$ cat src/rtl/spi_controller.sv
`default_nettype none
// ============================================================================
// Module      : spi_controller
// Description : SPI initiator (mode 0) for the chip register link. Shifts an
//               address byte followed by num_bytes data bytes out on pico,
//               MSB first. Captures poci read-back bits on each sclk rising
//               edge. Holds sclk low for GAP_CYCLES after the last bit, so
//               that the peripheral's sclk-stop detector rearms before the
//               next transaction starts.
//
// Ports       : iclk      - sole clock (rising edge)
//               rstn      - asynchronous active-low reset
//               start     - transaction request, sampled only when idle
//               addr      - start address, captured on accepted start
//               num_bytes - data bytes after the address (0..63)
//               tx_data   - next data byte to send
//               tx_ack    - pulse: tx_data loaded into the shift register
//               rx_data   - last completed received data byte
//               rx_valid  - pulse: rx_data updated
//               busy      - transaction or gap in progress
//               done      - pulse at the end of the gap
//               sclk      - SPI clock, idle low
//               pico      - serial data to the peripheral
//               poci      - serial data from the peripheral
//
// Revision    : 1.0 - initial release
// ============================================================================
module spi_controller #(
    parameter int CLK_DIV    = 4,
    parameter int GAP_CYCLES = 16
) (
    input  logic       iclk,
    input  logic       rstn,
    input  logic       start,
    input  logic [7:0] addr,
    input  logic [5:0] num_bytes,
    input  logic [7:0] tx_data,
    output logic       tx_ack,
    output logic [7:0] rx_data,
    output logic       rx_valid,
    output logic       busy,
    output logic       done,
    output logic       sclk,
    output logic       pico,
    input  logic       poci
);

    // The extra +1 keeps both widths at least one bit when a parameter is 1.
    localparam int c_HALF_W = $clog2(CLK_DIV + 1);
    localparam int c_GAP_W  = $clog2(GAP_CYCLES + 1);
    localparam logic [c_HALF_W-1:0] c_HALF_LAST = c_HALF_W'(CLK_DIV - 1);
    localparam logic [c_GAP_W-1:0]  c_GAP_LAST  = c_GAP_W'(GAP_CYCLES - 1);

    typedef enum logic [1:0] {
        S_IDLE  = 2'd0,
        S_SHIFT = 2'd1,
        S_GAP   = 2'd2
    } state_t;

    state_t               state_q,   state_d;
    logic [c_HALF_W-1:0]  half_q,    half_d;
    logic [c_GAP_W-1:0]   gap_q,     gap_d;
    logic [2:0]           bit_q,     bit_d;
    logic [5:0]           byte_q,    byte_d;
    logic [5:0]           nbytes_q,  nbytes_d;
    logic [7:0]           tx_sr_q,   tx_sr_d;
    logic [7:0]           rx_sr_q,   rx_sr_d;
    logic [7:0]           rx_data_q, rx_data_d;
    logic                 sclk_q,    sclk_d;
    logic                 tx_ack_q,  tx_ack_d;
    logic                 rx_val_q,  rx_val_d;
    logic                 done_q,    done_d;

    // ------------------------------------------------------------------------
    // State register
    // ------------------------------------------------------------------------
    always_ff @(posedge iclk or negedge rstn) begin
        if (!rstn) begin
            state_q   <= S_IDLE;
            half_q    <= '0;
            gap_q     <= '0;
            bit_q     <= '0;
            byte_q    <= '0;
            nbytes_q  <= '0;
            tx_sr_q   <= '0;
            rx_sr_q   <= '0;
            rx_data_q <= '0;
            sclk_q    <= 1'b0;
            tx_ack_q  <= 1'b0;
            rx_val_q  <= 1'b0;
            done_q    <= 1'b0;
        end else begin
            state_q   <= state_d;
            half_q    <= half_d;
            gap_q     <= gap_d;
            bit_q     <= bit_d;
            byte_q    <= byte_d;
            nbytes_q  <= nbytes_d;
            tx_sr_q   <= tx_sr_d;
            rx_sr_q   <= rx_sr_d;
            rx_data_q <= rx_data_d;
            sclk_q    <= sclk_d;
            tx_ack_q  <= tx_ack_d;
            rx_val_q  <= rx_val_d;
            done_q    <= done_d;
        end
    end

    // ------------------------------------------------------------------------
    // Next-state and datapath logic
    // ------------------------------------------------------------------------
    always_comb begin
        state_d   = state_q;
        half_d    = half_q;
        gap_d     = gap_q;
        bit_d     = bit_q;
        byte_d    = byte_q;
        nbytes_d  = nbytes_q;
        tx_sr_d   = tx_sr_q;
        rx_sr_d   = rx_sr_q;
        rx_data_d = rx_data_q;
        sclk_d    = sclk_q;
        tx_ack_d  = 1'b0;
        rx_val_d  = 1'b0;
        done_d    = 1'b0;

        case (state_q)
            S_IDLE: begin
                sclk_d = 1'b0;
                if (start) begin
                    nbytes_d = num_bytes;
                    tx_sr_d  = addr;   // pico shows addr[7] from this edge on
                    rx_sr_d  = '0;
                    half_d   = '0;
                    bit_d    = '0;
                    byte_d   = '0;
                    state_d  = S_SHIFT;
                end
            end

            S_SHIFT: begin
                if (half_q == c_HALF_LAST) begin
                    half_d = '0;
                    if (!sclk_q) begin
                        // Rising half: sample the peripheral's bit.
                        sclk_d  = 1'b1;
                        rx_sr_d = {rx_sr_q[6:0], poci};
                    end else begin
                        // Falling half: advance pico to the next bit.
                        sclk_d  = 1'b0;
                        tx_sr_d = {tx_sr_q[6:0], 1'b0};
                        if (bit_q == 3'd7) begin
                            bit_d = '0;
                            // Byte 0 is the address; its read-back is dropped.
                            if (byte_q != 6'd0) begin
                                rx_data_d = rx_sr_q;
                                rx_val_d  = 1'b1;
                            end
                            if (byte_q == nbytes_q) begin
                                tx_sr_d = '0;
                                gap_d   = '0;
                                state_d = S_GAP;
                            end else begin
                                tx_sr_d  = tx_data;
                                tx_ack_d = 1'b1;
                                byte_d   = byte_q + 6'd1;
                            end
                        end else begin
                            bit_d = bit_q + 3'd1;
                        end
                    end
                end else begin
                    half_d = half_q + c_HALF_W'(1);
                end
            end

            S_GAP: begin
                if (gap_q == c_GAP_LAST) begin
                    done_d  = 1'b1;
                    state_d = S_IDLE;
                end else begin
                    gap_d = gap_q + c_GAP_W'(1);
                end
            end

            default: begin
                state_d = S_IDLE;
            end
        endcase
    end

    // ------------------------------------------------------------------------
    // Outputs (all driven straight from registers)
    // ------------------------------------------------------------------------
    assign busy     = (state_q != S_IDLE);
    assign sclk     = sclk_q;
    assign pico     = tx_sr_q[7];
    assign tx_ack   = tx_ack_q;
    assign rx_valid = rx_val_q;
    assign rx_data  = rx_data_q;
    assign done     = done_q;

endmodule
`default_nettype wire

$ cat config.mk
export PLATFORM = sky130hd
export DESIGN_NAME = spi_controller
export DESIGN_NICKNAME = d
export VERILOG_FILES = /design/src/rtl/spi_controller.sv
export SDC_FILE = /design/constraint.sdc
export NUM_CORES = 1
export LEC_CHECK = 0
export ABC_AREA = 1
export BUFFER_PORTS_ARGS = -buffer_cell sky130_fd_sc_hd__buf_2
export CAP_MARGIN = 5
export CORE_MARGIN = 4
export CORE_UTILIZATION = 31
export CTS_BUF_LIST = sky130_fd_sc_hd__clkbuf_4 sky130_fd_sc_hd__clkbuf_8 sky130_fd_sc_hd__clkbuf_16
export CTS_CLUSTER_SIZE = 16
export DETAILED_ROUTE_END_ITERATION = 12
export PLACE_DENSITY = 0.51
export SKIP_CTS_REPAIR_TIMING = 1
export SLEW_MARGIN = 20
export SYNTH_ARGS = -nofsm -noshare
export SYNTH_HDL_FRONTEND = slang
export SYNTH_SLANG_ARGS = --single-unit
export TNS_END_PERCENT = 20
$ cat constraint.sdc
create_clock -name iclk -period 2.15 [get_ports iclk]
set_clock_uncertainty 0.2 [all_clocks]
set_input_delay 0.43 -clock iclk [delete_from_list [all_inputs] [get_ports iclk]]
set_output_delay 0.43 -clock iclk [all_outputs]
set_load 0.03 [all_outputs]
==> impl_results.md <==
- Core area: 8760 um2
- Count leader, synth: nand2_1
- Rows: 34
- # DRC: 0
- Worst-margin pin slew: 0.606 ns
- Final Max Tran Viols: 0
- Number of hold violations in the final report: 0
- Min Tclk post-route: 2.00 ns
- Yosys warning count: 0
- Crit path DAT: 2.05 ns
- Peak Freq: 0.501 GHz
- Largest net degree at the start of global routing: 25
- Internal Power: 2.03 mW
- Synth area leaders: dfrtp_1, nand2_1, inv_1, nor2_1, nand3_1
- WL final: 6030 um
- Final nets: 437
- CTS tree: done
- IO Port Bufs: 39
- Max-slew headroom: 0.596
- Placer Congestion: 0.807
- Per-cell routed wire length: 11.8 um
- Asr flop ratio synth: 1.00
- Outcome: complete, no violations
- Flop pwr share: 0.420
- Startpoint types: register
- Clk pwr share: 0.173
- Reg clk slew, reported paths: 0.11 ns
- Die footprint: 10700 um2
- Yosys reg bits: 53
- Avg Cell Area, Syn: 7.85 um2
- Global-route wire length before repair: 10500 um
- Power per cell area: 1080 nW/um2
- Share of cells above drive strength 1: 0.193
- Clk Latency, worst-skew pair: 0.31 ns
- Post-route ant nets: 0
- Most used DFF post-synth: dfrtp_1
- Lkg Pwr: 1.71 nW
- Syn-to-layout area delta: 15.8%
- Fin crit share: 0.929
- Cell accounting for the most synthesized area: dfrtp_1
- Num CTS Buffers: 5
- Netlist cell types: 31
- Worst VDD drop: 0.430 mV
- Die Wd: 103 um
- Layout fillers: 954
- GRT Total Usage: 0.124
- Number of global-route vias before repair: 2292
- Starting Density: 0.321
- Ant diodes: 0
- Drt pass-1 iters: 4
- Crit Path Category: reg2reg
- Top cell type's share of synthesized area: 0.472
- CTS H-Tree Depth: 2
- EDFF count, synth: 0
- Setup TNS: 0 ns
- Seq/Total Area, Yosys: 0.472
- Setup Viol. Count Final: 0
- Sink Count: 53
- Pre-CTS setup slack: 0.133 ns
- Clock Tree Buf Depth: 2
- Critical Path RT: 2.20 ns
- Max-Cap Viols: 0
- Comb power frac: 0.407
- Psw: 1.47 mW
- Total gr overflow: 0
- Top cells by count, synth: nand2_1, dfrtp_1, inv_1, nor2_1, nand3_1
- Die outline height: 103 um
- Gate Count Post-Synth: 358
- Synthesized area: 2810 um2
- Vias per cell: 4.51
- Via count: 2315
- RSZ-0062 raised after global routing: no
- DP Wirelength: 4510 um
- DR iter-0 viols: 51
- Worst Hold Class: in2reg
- Crit end category: register
- Initial antenna violation count: 0
- Setup WS post-layout: 0.153 ns
- # IOs: 40
- Max FO, Critical Path: 9
- Sw frac: 0.420
- Clock root buffer: clkbuf_8
- Post-Synthesis Net Count: 391
- R2R Setup Slk: 0.15 ns
-- worst max-delay path, cell delays in order (launching register included) --
cell and delay [ns]:
dfrtp_1 0.41, ha_1 0.21, ha_1 0.19, buf_4 0.18, nor2_4 0.18, inv_1 0.08
nand2_1 0.13, nor3_4 0.07, nand2_2 0.16, nand2_1 0.07, nand2_1 0.05
-- through the flow --
stage | std cells | utilization | cell area (um2) | hold slack [ns] | total power, mW
after floorplan | 358 | - | 2810 | -0.0656 | 2.58
after global placement | 504 | 0.360 | 3150 | 0.258 | 2.93
final | 513 | 0.371 | 3250 | 0.132 | 3.51
after detailed placement | 504 | 0.360 | 3150 | 0.268 | 2.94
after CTS | 512 | 0.370 | 3240 | -0.0585 | 3.56
after global routing | 513 | 0.371 | 3250 | 0.141 | 3.84
-- logic make-up (layout without fill, tap and decap cells) --
family	Yosys count	in the layout	share of synthesized area
simple gates	198	198	0.317
buf+inv	58	105	0.0904
flops	53	53	0.472
compound gates	41	41	0.0864
fa+ha+maj	7	7	0.0312
xor+xnor	1	1	0.00312
-- final cells by class --
cell class                 count  area [um2]  area share
clock buffer                   5        68.8      0.0211
clock inverter                 3        25.0     0.00769
tap                          108         135      0.0415
sequential                    53        1330       0.408
timing repair buffer          50         293      0.0900
inverter                      47         176      0.0542
multi-input combinational    247        1230       0.378
-- placed cells by master (no fill, tap or decap) --
cell,count
nand3_1,21
nor3b_1,3
xor2_1,1
o21ai_0,11
buf_4,9
o31ai_2,1
a21oi_1,9
a22o_1,1
o21a_1,2
nor2_2,2
inv_6,1
inv_2,3
clkinv_4,1
nor2_1,36
dfrtp_1,53
o31ai_1,6
o21ai_1,9
nor2_4,2
clkinvlp_4,1
nand2_4,1
nand2_2,5
nor3_1,1
nand3_2,2
buf_2,39
nand4_2,1
nand2_1,117
nor3_4,3
clkbuf_8,5
inv_1,44
buf_12,1
o21ai_2,1
dlygate4sd3_1,1
nand4_1,4
a211oi_1,1
ha_1,7
-- registers in the layout, indices dropped and copies added, names as in the netlist --
register and cells:
gap_q 5, state_q 2, sclk 1, half_q 3
rx_valid 1, byte_q 6, tx_ack 1, rx_data 8
rx_sr_q 8, done 1, nbytes_q 6, bit_q 3
tx_sr_q 8
-- power groups by stage --
stage	sequential (mW)	combinational (mW)	clock [mW]
4_1_cts	1.48	1.45	0.629
6_report	1.47	1.43	0.606
3_3_place_gp	1.49	1.43	0
5_1_grt	1.52	1.66	0.670
2_1_floorplan	1.51	1.07	0
3_5_place_dp	1.50	1.44	0
-- per-layer routing --
layer / GRT usage / wire length (um) / up-vias
met2: 0.211 / 2970 / 25
met3: 0.0241 / 182 / 4
met5: 0 / 0 / -
met4: 0.0418 / 66 / 0
met1: 0.158 / 2820 / 1070
li1: - / - / 1216
-- path summary, 6_finish.rpt --
check | cells after the start | end | from
min reg2reg | 2 | gap_q[4] | gap_q[4]
min in group asynchronous | 2 | byte_q[2] | rstn
max | 10 | byte_q[5] | bit_q[0]
max in group asynchronous | 3 | nbytes_q[5] | rstn
max reg2reg | 10 | byte_q[5] | bit_q[0]
min | 3 | nbytes_q[1] | num_bytes[1]
Power figures use the tool's default switching activity.
